$ cat src/rtl/axi_rd_arbiter.sv
// Two-port AXI4-Lite read arbiter: instruction fetch (port 0) and LSU (port 1)
// share one downstream read master. One transaction is in flight at a time.
// R data is routed back to the issuing port. In-flight fetch responses are
// discarded on a pipeline flush.
module axi_rd_arbiter #(
  parameter int DATA_WIDTH = 32,
  parameter int ADDR_WIDTH = 32,
  parameter int PROT_WIDTH = 3,
  parameter int RESP_WIDTH = 4,
  parameter int FIXED_PRIO = 0
) (
  input  logic                  CLK,
  input  logic                  RST,
  input  logic                  s0_arvalid,
  output logic                  s0_arready,
  input  logic [ADDR_WIDTH-1:0] s0_araddr,
  input  logic [PROT_WIDTH-1:0] s0_arprot,
  output logic                  s0_rvalid,
  input  logic                  s0_rready,
  output logic [DATA_WIDTH-1:0] s0_rdata,
  output logic [RESP_WIDTH-1:0] s0_rresp,
  input  logic                  s1_arvalid,
  output logic                  s1_arready,
  input  logic [ADDR_WIDTH-1:0] s1_araddr,
  input  logic [PROT_WIDTH-1:0] s1_arprot,
  output logic                  s1_rvalid,
  input  logic                  s1_rready,
  output logic [DATA_WIDTH-1:0] s1_rdata,
  output logic [RESP_WIDTH-1:0] s1_rresp,
  input  logic                  fetch_flush,
  output logic                  m_axi_arvalid,
  input  logic                  m_axi_arready,
  output logic [ADDR_WIDTH-1:0] m_axi_araddr,
  output logic [PROT_WIDTH-1:0] m_axi_arprot,
  input  logic                  m_axi_rvalid,
  output logic                  m_axi_rready,
  input  logic [DATA_WIDTH-1:0] m_axi_rdata,
  input  logic [RESP_WIDTH-1:0] m_axi_rresp,
  output logic                  busy,
  output logic                  grant_id
);

  typedef enum logic [1:0] {IDLE, ADDR, RESP} state_t;

  state_t                  state_reg, state_next;
  logic                    arvalid_reg, arvalid_next;
  logic [ADDR_WIDTH-1:0]   araddr_reg, araddr_next;
  logic [PROT_WIDTH-1:0]   arprot_reg, arprot_next;
  logic                    drop_reg, drop_next;
  logic                    grant_reg, grant_next;
  logic                    last_grant_reg, last_grant_next;

  logic req0, req1, win, flush_kill, sel_rready;

  // State register; reset abandons any transaction (the slave resets with us)
  always_ff @(posedge CLK) begin
    if (RST) begin
      state_reg      <= IDLE;
      arvalid_reg    <= 1'b0;
      araddr_reg     <= '0;
      arprot_reg     <= '0;
      drop_reg       <= 1'b0;
      grant_reg      <= 1'b0;
      last_grant_reg <= 1'b1;  // so port 0 wins the first round-robin tie
    end else begin
      state_reg      <= state_next;
      arvalid_reg    <= arvalid_next;
      araddr_reg     <= araddr_next;
      arprot_reg     <= arprot_next;
      drop_reg       <= drop_next;
      grant_reg      <= grant_next;
      last_grant_reg <= last_grant_next;
    end
  end

  // Arbitration, next-state and handshake outputs
  always_comb begin
    state_next      = state_reg;
    arvalid_next    = arvalid_reg;
    araddr_next     = araddr_reg;
    arprot_next     = arprot_reg;
    drop_next       = drop_reg;
    grant_next      = grant_reg;
    last_grant_next = last_grant_reg;
    s0_arready      = 1'b0;
    s1_arready      = 1'b0;
    s0_rvalid       = 1'b0;
    s1_rvalid       = 1'b0;
    m_axi_rready    = 1'b0;

    // A flush also suppresses a fetch request presented in the same cycle
    req0 = s0_arvalid & ~fetch_flush;
    req1 = s1_arvalid;
    if (req0 && req1) begin
      win = (FIXED_PRIO != 0) ? 1'b1 : ~last_grant_reg;
    end else begin
      win = req1;
    end
    flush_kill = fetch_flush & ~grant_reg;
    sel_rready = grant_reg ? s1_rready : s0_rready;

    case (state_reg)
      IDLE: begin
        if ((req0 || req1) && !RST) begin
          s0_arready   = ~win;
          s1_arready   = win;
          araddr_next  = win ? s1_araddr : s0_araddr;
          arprot_next  = win ? s1_arprot : s0_arprot;
          arvalid_next = 1'b1;
          grant_next   = win;
          drop_next    = 1'b0;
          state_next   = ADDR;
        end
      end
      ADDR: begin
        if (flush_kill) drop_next = 1'b1;
        if (m_axi_arready) begin
          arvalid_next = 1'b0;
          state_next   = RESP;
        end
      end
      RESP: begin
        // A dropped response is drained without waiting on the port
        m_axi_rready = drop_reg | sel_rready;
        if (m_axi_rvalid && !drop_reg && !flush_kill) begin
          if (grant_reg) s1_rvalid = 1'b1;
          else           s0_rvalid = 1'b1;
        end
        if (flush_kill) drop_next = 1'b1;
        if (m_axi_rvalid && (drop_reg || sel_rready)) begin
          last_grant_next = grant_reg;
          drop_next       = 1'b0;
          state_next      = IDLE;
        end
      end
      default: state_next = IDLE;
    endcase
  end

  assign m_axi_arvalid = arvalid_reg;
  assign m_axi_araddr  = araddr_reg;
  assign m_axi_arprot  = arprot_reg;
  assign busy          = (state_reg != IDLE);
  assign grant_id      = grant_reg;
  assign s0_rdata      = m_axi_rdata;
  assign s1_rdata      = m_axi_rdata;
  assign s0_rresp      = m_axi_rresp;
  assign s1_rresp      = m_axi_rresp;

endmodule

$ cat config.mk
export PLATFORM = sky130hd
export DESIGN_NAME = axi_rd_arbiter
export DESIGN_NICKNAME = d
export VERILOG_FILES = /design/src/rtl/axi_rd_arbiter.sv
export SDC_FILE = /design/constraint.sdc
export NUM_CORES = 1
export LEC_CHECK = 0
export CORE_UTILIZATION = 29
export CTS_CLUSTER_DIAMETER = 80
export DETAILED_ROUTE_END_ITERATION = 10
export PLACE_DENSITY = 0.78
export SKIP_LAST_GASP = 1
export SLEW_MARGIN = 5
export SYNTH_ARGS = -nofsm -noshare
export SYNTH_HDL_FRONTEND = slang
export SYNTH_SLANG_ARGS = --single-unit
$ cat constraint.sdc
create_clock -name CLK -period 1.85 [get_ports CLK]
set_input_delay 0.555 -clock CLK [delete_from_list [all_inputs] [get_ports CLK]]
set_output_delay 0.555 -clock CLK [all_outputs]
set_load 0.05 [all_outputs]
## After elaboration in Yosys (flattened, before gate mapping)

Index checks and enable logic that the tools add are counted.

- Reductions and logical operators: 19
- Multiplexer cells: 26
- Equality and inequality tests: 5
- Bitwise logic cells: 7

Operators by type and width:

| kind | count |
|---|---|
| $mux 32 | 1 |
| $mux 1 | 18 |
| $mux 2 | 3 |
| $ne 2x2->1 const B | 3 |
| $pmux 2 s3 | 1 |
| $reduce_and 2->1 | 3 |
| $reduce_and 3->1 | 2 |
| $logic_and 1x1->1 | 5 |
| $not 1->1 | 4 |
| $reduce_bool 2->1 | 2 |
| $logic_not 1->1 | 3 |
| $mux 3 | 1 |
| $pmux 1 s3 | 1 |
| $reduce_bool 3->1 | 1 |
| $and 1x1->1 | 2 |
| $eq 2x1->1 const B | 1 |
| $eq 2x2->1 const B | 1 |
| $logic_not 2->1 | 1 |
| $logic_or 1x1->1 | 2 |
| $pmux 1 s2 | 1 |
| $or 1x1->1 | 1 |

- Register bits: 41
- Word-level logic and storage cells: 64
- Output and inout bits: 115
- Bits of input ports: 115

## Longest topological paths before layout

Gate-level depths: netlist of the first run.

- Depth in word-level cells: 7
- Depth in mapped cells: 8
- Mapped depth without buffers: 6

## Worst setup path before layout of the first run

No wires, ideal clock.

- Path kind: input-to-output
- Start: input port s0_arvalid
- End: output port s1_arready
- Buffers on the path: 1
- Stages: 4
- Slack: -0.875 ns
- Arrival time: 2.170 ns
- Required time: 1.295 ns
- Path through: nor2b_4 -> a21bo_1 -> buf_6 -> nor3_1

- Longest elaborated chain between the ends: 5
- Elaborated cells on any way between the ends: 7
- Those cells by class: 3 x mux; 1 x bitwise; 3 x reduce/logical

Ends and longest elaborated chain:

| element | RTL line | source |
|---|---|---|
| from (decl) | 14 | `input logic s0_arvalid,` |
| $and 1x1->1 (*) | 92 | `req0 = s0_arvalid & ~fetch_flush;` |
| $logic_and 1x1->1 or $logic_or 1x1->1 (tied branches) | 94, 104 |  |
| $mux 1 or $logic_and 1x1->1 (tied branches) | 94, 104 |  |
| $mux 1 (*) | 104 | `if ((req0 \|\| req1) && !RST) begin` |
| $mux 1 (*) | 102 | `case (state_reg)` |
| to (decl) | 23 | `output logic s1_arready,` |

Mark *: on every way between the ends. The rest lies on a longest branch, timed or not.

## Worst setup path after layout of the first run

Same ends and word-level chain as after synthesis.

==> metrics.md, run 1 <==
| Metric | Value |
|---|---|
| Final Slew Violations | `0` |
| Syn avg cell area | `about 9 um^2` |
| N_diodes | `0` |
| Clock Skews | `5.38 ps` |
| Sw Share | `0.395` |
| Slew of the pin with the lowest slew margin | `around 420 ps` |
| IO Count | `230` |
| Yosys reg bits | `41` |
| Crit-path slowest cell | `a21bo_4` |
| Yosys cell types | `34` |
| Type of the worst min-delay path | `reg2reg` |
| Int Power | `just over 2 mW` |
| Setup CP Type | `in2out` |
| Crit-path cells | `buf_2 -> nor2b_4 -> a21bo_4 -> nor3_4 -> buf_6` |
| RSZ-0062 raised after global routing | `true` |
| DR DRC count | `0` |
| First-pass GRT wire length | `around 10000 um` |
| Rows | `34` |
| Worst Setup Start Kind | `input port` |
| Final Worst Setup Slack | `-135 ps` |
| Yosys warning total | `0` |
| FF/Latch Area | `roughly 830 um^2` |
| Final WL | `approximately 6700 um` |
| Crit-path max cell delay | `between 200 and 250 ps` |
| Final Hold Viols | `0` |
| Sink Count | `41` |
| Initial antenna violation count | `0` |
| Final min period | `1990 ps` |
| Initial Util | `0.300` |
| WP data arrival | `approximately 1400 ps` |
| Total gr overflow | `0` |
| CTS Buffer Depth | `2` |
| Logic pwr share | `0.480` |
| CTS tree | `done` |
| Clk slew on worst S/H paths | `80 ps` |
| DR vias/cell | `about 4.6` |
| Commonest non-fill, non-tap cell in the layout | `clkdlybuf4s50_1` |
| Crit path max-delay family | `simple AND/OR/NAND/NOR gates` |
| Via count | `around 2100` |
| Die height | `~97 um` |
| Die Wd | `97.0 um` |
| Leakage power | `roughly 1.6 nW` |
| Buf/Inv on CP | `2` |
| Max FFs per register | `32` |
| Violated checks | `negative setup slack` |
| Maxcap violations | `0` |
| Starting DRC count in detailed routing | `20` |
| Max Freq | `between 0.5 and 0.6 GHz` |
| CTS Buf Count | `5` |
| Slew headroom | `0.718` |
| Worst-path fanout max | `3` |
| Post-Synthesis Cells | `283` |
| Fill count | `between 800 and 900` |
| Gr usage total | `0.137` |
| Peak supply drop | `307 uV` |
| Clk root buf | `clkbuf_8` |
| Most frequent cells in the layout | `71 x clkdlybuf4s50_1, 59 x buf_4, 38 x mux2i_1, 38 x dfxtp_1, 34 x nor2_1` |
| Period Utilization, post-route | `1.07` |
| Port buffer count | `121` |
| ANT nets after route | `0` |
| Final GP Congestion | `between 0.7 and 0.8` |
| Layout cells sized above 1 | `0.298` |
| Final Power | `~3.4 mW` |
| Multi-input gate area | `0.00117 mm^2` |
| Vias in the first global route | `roughly 2200` |
| Sequential share of power | `0.328` |
| Fin nets | `between 400 and 500` |
| H-Tree Depth | `2` |
| Clk_lat worst skew | `~290 ps` |
| Area growth syn-to-layout | `39.6%` |
| Final non-filler cell total | `460` |
| Sw Pwr | `around 1.3 mW` |
| Sequential share of the synthesized area | `0.314` |
| Synthesized Nets | `approximately 400` |
| Detailed Place HPWL | `5030 um` |
| WP data required | `roughly 1300 ps` |
| Pin count of the biggest net entering global routing | `38` |
| PD cells | `928 mW/mm^2` |
| Post-Syn Area | `around 0.0026 mm^2` |
| Die ar. | `between 0.009 and 0.01 mm^2` |
| Clock power share | `0.192` |
| DRT Pass-1 Iters | `4` |
| Placed insts | `441` |
| Status | `finished with violations` |
| Final setup vio count | `4` |
| Worst setup EP type | `primary output` |
| Core footprint | `about 0.0087 mm^2` |
| Per-cell routed wire length | `approximately 14 um` |
[what timing repair did]
item                                    in CTS  in global routing
endpoints found under the setup margin      42                  6
pin swaps                                    5                  2
setup buffers                                9                  3
hold buffers                                 0                  0
endpoints found under the hold margin        0                  0
resized for setup                           46                  3
cloned                                       0                  0
[power by group through the flow]
stage                     registers, mW  clock network [mW]  logic (mW)
after floorplan                    1.53                   0       0.981
after global placement             1.11                   0        1.48
after detailed placement           1.12                   0        1.51
after CTS                          1.11               0.686        1.60
after global routing               1.13               0.721        1.73
final                              1.11               0.652        1.63
[worst reg2reg max path, stage by stage (launching register included)]
cell,delay [ps]
dfxtp_4,400
inv_4,50
buf_4,120
buf_4,130
ha_1,250
a221oi_2,360
a21boi_0,300
mux2i_1,230
[area by class of cell]
class                      count  share of cell area
clock buffer                   7              0.0264
tap                          108              0.0370
sequential                    41               0.227
timing repair buffer         149               0.379
inverter                       6             0.00822
multi-input combinational    148               0.321
clock inverter                 1             0.00137
[cell families (layout without fill, tap and decap cells)]
kind of cell | Yosys count | in the layout | synth area share
buf+inv | 94 | 163 | 0.274
fa+ha+maj | 5 | 5 | 0.0239
flops | 41 | 41 | 0.314
mux | 39 | 39 | 0.150
compound gates | 53 | 53 | 0.152
simple gates | 51 | 51 | 0.0875
[worst paths after layout]
path / endpoint / slack (ps) / start / cells past startpoint
setup reg to reg: state_reg[1] / -60 / state_reg[1] / 7
setup / recovery: s1_arready / -140 / s0_arvalid / 5
hold reg to reg: m_axi_arvalid / 490 / m_axi_arvalid / 2
hold / removal: m_axi_arvalid / 490 / m_axi_arvalid / 2
[per-stage QoR]
stage	hold slack (ps)	setup WS, ps	area, um^2	util	setup TNS, ps
6_report	489	-135	3650	0.419	-371
5_1_grt	525	-180	3650	0.419	-919
4_1_cts	492	-133	3620	0.415	-381
3_5_place_dp	478	-559	3390	0.389	-16470
3_3_place_gp	471	-514	3390	0.389	-14540
2_1_floorplan	455	-223	2660	-	-419
[metal layers]
metal,GRT usage,wire length [um]
met1,0.133,2390
met2,0.264,3680
met3,0.0412,490
met4,0.0586,91
met5,0,0
[cells in the mapped netlist, drive strengths merged]
cell / count / area share
mux2: 1 / 0.0043
o211ai: 1 / 0.0029
nand2: 7 / 0.010
o21ba: 1 / 0.0038
nor2: 35 / 0.050
a21bo: 1 / 0.0038
mux2i: 38 / 0.15
buf: 85 / 0.26
a21boi: 1 / 0.0029
clkbuf: 3 / 0.0043
a211o: 1 / 0.0033
dfxtp: 41 / 0.31
nor4: 1 / 0.0024
inv: 6 / 0.0086
a21oi: 5 / 0.0096
o21ai: 4 / 0.0076
nor3: 2 / 0.0038
nand4b: 1 / 0.0033
a221oi: 2 / 0.0091
nand2b: 1 / 0.0053
o311ai: 1 / 0.0033
o21bai: 1 / 0.0029
o21a: 2 / 0.0057
a211oi: 33 / 0.097
and2: 1 / 0.0024
nor2b: 3 / 0.010
ha: 5 / 0.024
No activity file was read; power rests on OpenSTA's default activity.
==> run 2: changes to the inputs <==
Settings changed: CTS_CLUSTER_SIZE set to 14, SKIP_LAST_GASP 1 to unset.
==> run 2 against run 1 <==
Net effect:
- the run still ends with negative setup slack left
- worst hold slack better by 2.6 ps
- combinational power about the same
- register-to-register slack improved by 60 ps
- wire length is 0.32% higher
- global-route usage is the same
- critical path depth grew 1
- maximum frequency grew 0.39%
- first-iteration DRC count is 30% higher
- sequential power barely moved
- setup slack improved by 7.6 ps
- largest power group unchanged
==> metrics.md, run 2 (synthesis results as in run 1) <==
| Metric | Value |
|---|---|
| Per-cell routed wire length | `14.5 um` |
| Fin nets | `471` |
| Placed insts | `441` |
| Max FFs per register | `32` |
| Period Utilization, post-route | `1.07` |
| CTS tree | `done` |
| Leakage power | `1.61 nW` |
| Crit path max-delay family | `flip-flops` |
| WP data arrival | `1420 ps` |
| Type of the worst min-delay path | `reg2reg` |
| Clk slew on worst S/H paths | `~80 ps` |
| Reg2reg path depth | `7` |
| Logic pwr share | `0.481` |
| Vias in the first global route | `2217` |
| Port buffer count | `between 100 and 150` |
| Final Worst Setup Slack | `-128 ps` |
| N_diodes | `0` |
| Worst-path fanout max | `4` |
| Crit-path slowest cell | `dfxtp_4` |
| Dpl ws | `-559 ps` |
| DRT Pass-1 Iters | `4` |
| Detailed Place HPWL | `between 5000 and 6000 um` |
| Crit-path cells | `inv_4 -> ha_4 -> nand2b_4 -> o21ba_4 -> and2_4 -> buf_12` |
| Gr usage total | `0.137` |
| Most frequent cells in the layout | `71 x clkdlybuf4s50_1, 59 x buf_4, 38 x mux2i_1, 38 x dfxtp_1, 34 x nor2_1` |
| Setup CP Type | `reg2out` |
| Final WL | `6670 um` |
| Die ar. | `0.00941 mm^2` |
| Via count | `approximately 2100` |
| Commonest non-fill, non-tap cell in the layout | `clkdlybuf4s50_1` |
| Clk_lat worst skew | `290 ps` |
| Initial Util | `0.300` |
| Status | `finished with violations` |
| Final Hold Viols | `0` |
| Sw Pwr | `1.34 mW` |
| Worst Setup Start Kind | `register` |
| Sink Count | `between 40 and 50` |
| Initial antenna violation count | `0` |
| Final GP Congestion | `between 0.7 and 0.8` |
| Sequential share of power | `0.327` |
| Fill count | `between 800 and 900` |
| Die Wd | `between 90 and 100 um` |
| Crit-path max cell delay | `roughly 380 ps` |
| Die height | `a little under 100 um` |
| TNS Setup | `-292 ps` |
| Final Slew Violations | `0` |
| PD cells | `roughly 900 mW/mm^2` |
| Clk root buf | `clkbuf_8` |
| Core footprint | `0.00872 mm^2` |
| R2R Path Start | `state_reg[1]` |
| Starting DRC count in detailed routing | `26` |
| Critical path depth | `6` |
| CTS Buf Count | `5` |
| Total gr overflow | `0` |
| Worst R2R Setup Slack | `0 ps` |
| Area growth syn-to-layout | `40.1%` |
| Slew of the pin with the lowest slew margin | `between 400 and 500 ps` |
| Worst setup startpoint | `state_reg[1]` |
| Slew headroom | `0.717` |
| Layout cells sized above 1 | `0.304` |
| Setup crit end | `s0_arready` |
| Peak supply drop | `307 uV` |
| Maxcap violations | `0` |
| H-Tree Depth | `2` |
| DR DRC count | `0` |
| CTS Buffer Depth | `2` |
| Final non-filler cell total | `460` |
| Sw Share | `0.395` |
| DR vias/cell | `4.65` |
| Clock Skews | `roughly 5.3 ps` |
| Pin count of the biggest net entering global routing | `38` |
| Clock power share | `0.192` |
| ANT nets after route | `0` |
| Worst setup EP type | `primary output` |
| IO Count | `230` |
| RSZ-0062 raised after global routing | `true` |
| Rows | `34` |
| Int Power | `between 2 and 2.5 mW` |
| Final setup vio count | `4` |
| WP data required | `around 1300 ps` |
| First-pass GRT wire length | `a little over 10000 um` |
| Final min period | `between 1500 and 2000 ps` |
| Violated checks | `negative setup slack` |
| R2r endpoint | `state_reg[1]` |
| Buf/Inv on CP | `2` |
| Max Freq | `0.506 GHz` |
run 2: layout make-up:
type                    count  area (um^2)  area share
clock buffers               7         96.3      0.0263
clock inverters             1         5.00     0.00137
inverters                   6         30.0     0.00819
multi-input cells         148         1180       0.321
flip-flops and latches     41          830       0.226
well taps                 108          135      0.0369
repair buffers            149         1390       0.380
run 2: per-layer routing:
metal	vias up	share of wire	global-route usage
li1	1045	-	-
met4	0	0.012	0.0586
met2	109	0.56	0.264
met5	-	0	0
met3	10	0.074	0.0412
met1	974	0.36	0.133
run 2: power groups by stage:
| stage | Sequential [mW] | Combinational [mW] | Clock, mW |
|---|---|---|---|
| 6_report | 1.11 | 1.64 | 0.651 |
| 3_3_place_gp | 1.11 | 1.48 | 0 |
| 3_5_place_dp | 1.12 | 1.51 | 0 |
| 2_1_floorplan | 1.53 | 0.981 | 0 |
| 5_1_grt | 1.13 | 1.74 | 0.721 |
| 4_1_cts | 1.11 | 1.60 | 0.686 |
run 2: through the flow:
| stage | hold slack [ps] | power (mW) | util | area (um^2) |
|---|---|---|---|---|
| after floorplan | 455 | 2.52 | - | 2660 |
| after global placement | 471 | 2.60 | 0.389 | 3390 |
| after detailed placement | 478 | 2.63 | 0.389 | 3390 |
| after CTS | 492 | 3.40 | 0.415 | 3620 |
| after global routing | 525 | 3.59 | 0.420 | 3670 |
| final | 491 | 3.40 | 0.420 | 3670 |
run 2: worst min-delay path by stage:
stage / startpoint / endpoint / slack (ps) / depth (start not counted)
floorplan: last_grant_reg / last_grant_reg / 460 / 2
global placement: m_axi_arvalid / m_axi_arvalid / 470 / 2
detailed placement: m_axi_arvalid / m_axi_arvalid / 480 / 2
CTS: m_axi_arvalid / m_axi_arvalid / 490 / 2
global route: m_axi_araddr[8] / m_axi_araddr[8] / 520 / 2
finish: m_axi_arvalid / m_axi_arvalid / 490 / 2
run 2: worst min-delay path, cell delays in order (launching register included):
cell and delay (ps):
dfxtp_1 330, nand2_1 60, a21oi_1 60
run 2: timing repair:
action / 4_1_cts / 5_1_grt
endpoints found under the setup margin: 42 / 6
setup buffers: 9 / 3
hold buffers: 0 / 0
pin swaps: 5 / 3
resized for setup: 46 / 11
==> run 3: changes to the inputs <==
Clock period 1.85 ns to 1.8 ns, I/O delays scaled along.
==> run 3 against run 2 <==
Net effect:
- the run still ends with negative setup slack left
- combinational power rose by 3%
- setup slack worse by 18 ps
- largest power group unchanged
- core utilization decreased by 0.11 points
- first-iteration DRC count down 42%
- count of clock-buffer cells in the layout fell by 2
- total power is 4.6% higher
- critical path depth down 1
- via count is 4.8% lower
- critical endpoint is now s1_arready
==> metrics.md, run 3 (synthesis results as in run 1) <==
| Metric | Value |
|---|---|
| Status | `finished with violations` |
| Violated checks | `negative setup slack` |
| Rows | `34` |
| Crit-path max cell delay | `between 200 and 300 ps` |
| First-pass GRT wire length | `9780 um` |
| Worst-path fanout max | `4` |
| Gr usage total | `0.128` |
| Detailed Place HPWL | `4730 um` |
| DR DRC count | `0` |
| IO Count | `230` |
| Initial antenna violation count | `0` |
| Port buffer count | `approximately 120` |
| Core footprint | `between 0.008 and 0.009 mm^2` |
| RSZ-0062 raised after global routing | `true` |
| M3 GR Usage | `0.0340` |
| Worst Setup Start Kind | `input port` |
| Final Worst Setup Slack | `-146 ps` |
| Clk root buf | `clkbuf_8` |
| Crit-path cells | `buf_6 -> nor2b_4 -> a21bo_4 -> nor3_4 -> buf_12` |
| Layout cells sized above 1 | `0.280` |
| Final Hold Slack | `approximately 500 ps` |
| Final Slew Violations | `0` |
| Final min period | `roughly 1900 ps` |
| Worst setup EP type | `primary output` |
| Sw Share | `0.382` |
| CTS Buf Count | `5` |
| Setup CP Type | `in2out` |
| Reg2reg path depth | `8` |
| Leakage power | `around 1.6 nW` |
| Crit-path slowest cell | `nor3_4` |
| Fin util | `0.419` |
| PD cells | `between 900 and 1000 mW/mm^2` |
| Commonest non-fill, non-tap cell in the layout | `clkdlybuf4s50_1` |
| Vias in the first global route | `about 2100` |
| Clock power share | `0.200` |
| Int Power | `between 2 and 2.5 mW` |
| GRT met1 Usage | `0.133` |
| Final Power | `between 3 and 4 mW` |
| Initial Util | `0.300` |
| Hold-critical path depth | `2` |
| Grt met2 use | `0.239` |
| Clk_lat worst skew | `280 ps` |
| Placed insts | `~440` |
| Max FFs per register | `32` |
| DRT Pass-1 Iters | `4` |
| Die height | `97.0 um` |
| Most frequent cells in the layout | `71 x clkdlybuf4s50_1, 49 x buf_4, 38 x mux2i_1, 38 x dfxtp_1, 35 x nor2_1` |
| Via count | `roughly 2000` |
| Pin count of the biggest net entering global routing | `40` |
| Slew of the pin with the lowest slew margin | `just over 400 ps` |
| Max Freq | `0.514 GHz` |
| Peak supply drop | `approximately 400 uV` |
| Sink Count | `just over 40` |
| N_diodes | `0` |
| GRT busiest layer | `met2` |
| CTS tree | `done` |
| Type of the worst min-delay path | `reg2reg` |
| Starting DRC count in detailed routing | `15` |
| Clock Skews | `around 6 ps` |
| WP data required | `approximately 1300 ps` |
| Period Utilization, post-route | `1.08` |
| Final non-filler cell total | `~450` |
| Final Hold Viols | `0` |
| Clk slew on worst S/H paths | `~80 ps` |
| Maxcap violations | `0` |
| Total gr overflow | `0` |
| Die ar. | `0.00941 mm^2` |
| Sequential share of power | `0.323` |
| Per-cell routed wire length | `~13 um` |
| Slew headroom | `0.732` |
| Logic pwr share | `0.477` |
| Fin nets | `463` |
| Final GP Congestion | `around 0.75` |
| CTS Buffer Depth | `2` |
| Area growth syn-to-layout | `39.7%` |
| Final setup vio count | `4` |
| DR vias/cell | `approximately 4.5` |
| Sw Pwr | `1.36 mW` |
| Die Wd | `a little under 100 um` |
| Final WL | `between 6000 and 7000 um` |
| H-Tree Depth | `2` |
| Dpl ws | `-513 ps` |
| WP data arrival | `around 1400 ps` |
| ANT nets after route | `0` |
## run 3: cell count changes in the layout (fill, tap and decap cells not counted), moves of 2 or more
| cell | delta |
|---|---|
| buf_4 | -10 |
| buf_12 | +7 |
| buf_6 | -5 |
| buf_2 | +2 |
| clkbuf_8 | -2 |
## run 3: worst max-delay path, delay by kind of cell
family	cells	cell delay, ps
AOI/OAI and AO/OA	1	230
and+or+nand+nor	2	380
buffers and inverters	2	260
## run 3: power groups by stage
| stage | Sequential, mW | Combinational (mW) | Clock [mW] |
|---|---|---|---|
| 2_1_floorplan | 1.58 | 1.02 | 0 |
| 3_3_place_gp | 1.16 | 1.58 | 0 |
| 3_5_place_dp | 1.17 | 1.61 | 0 |
| 4_1_cts | 1.15 | 1.67 | 0.759 |
| 5_1_grt | 1.17 | 1.79 | 0.793 |
| 6_report | 1.15 | 1.69 | 0.711 |
## run 3: layer usage
metal  vias to the layer above  wire, um
li1                       1028         -
met1                       901      2350
met2                        86      3130
met3                        21       492
met4                         0       108
met5                         -         0
## run 3: worst paths after layout
path | slack, ps | startpoint | endpoint
setup / recovery | -150 | s0_arvalid | s1_arready
hold / removal | 500 | m_axi_araddr[0] | m_axi_araddr[0]
setup reg to reg | 130 | state_reg[1] | m_axi_araddr[15]
hold reg to reg | 500 | m_axi_araddr[0] | m_axi_araddr[0]
## run 3: metrics by stage
| stage | area (um^2) | setup TNS [ps] |
|---|---|---|
| final | 3660 | -407 |
| after floorplan | 2680 | -406 |
| after CTS | 3610 | -572 |
| after global placement | 3450 | -15900 |
| after global routing | 3660 | -671 |
| after detailed placement | 3450 | -17970 |
## run 3: final cells by class
cell class	instances	area (um^2)
inverter	6	30.0
multi-input combinational	148	1170
timing repair buffer	141	1390
clock buffer	5	68.8
sequential	41	827
tap	108	135
fill	865	5060
clock inverter	2	35.0
## run 3: what timing repair did
| item | 4_1_cts | 5_1_grt |
|---|---|---|
| hold buffers | 0 | 0 |
| pin swaps | 5 | 2 |
| setup endpoints to repair | 41 | 7 |
| setup buffers | 6 | 2 |
| hold endpoints to repair | 0 | 0 |
| gates resized for setup | 32 | 9 |
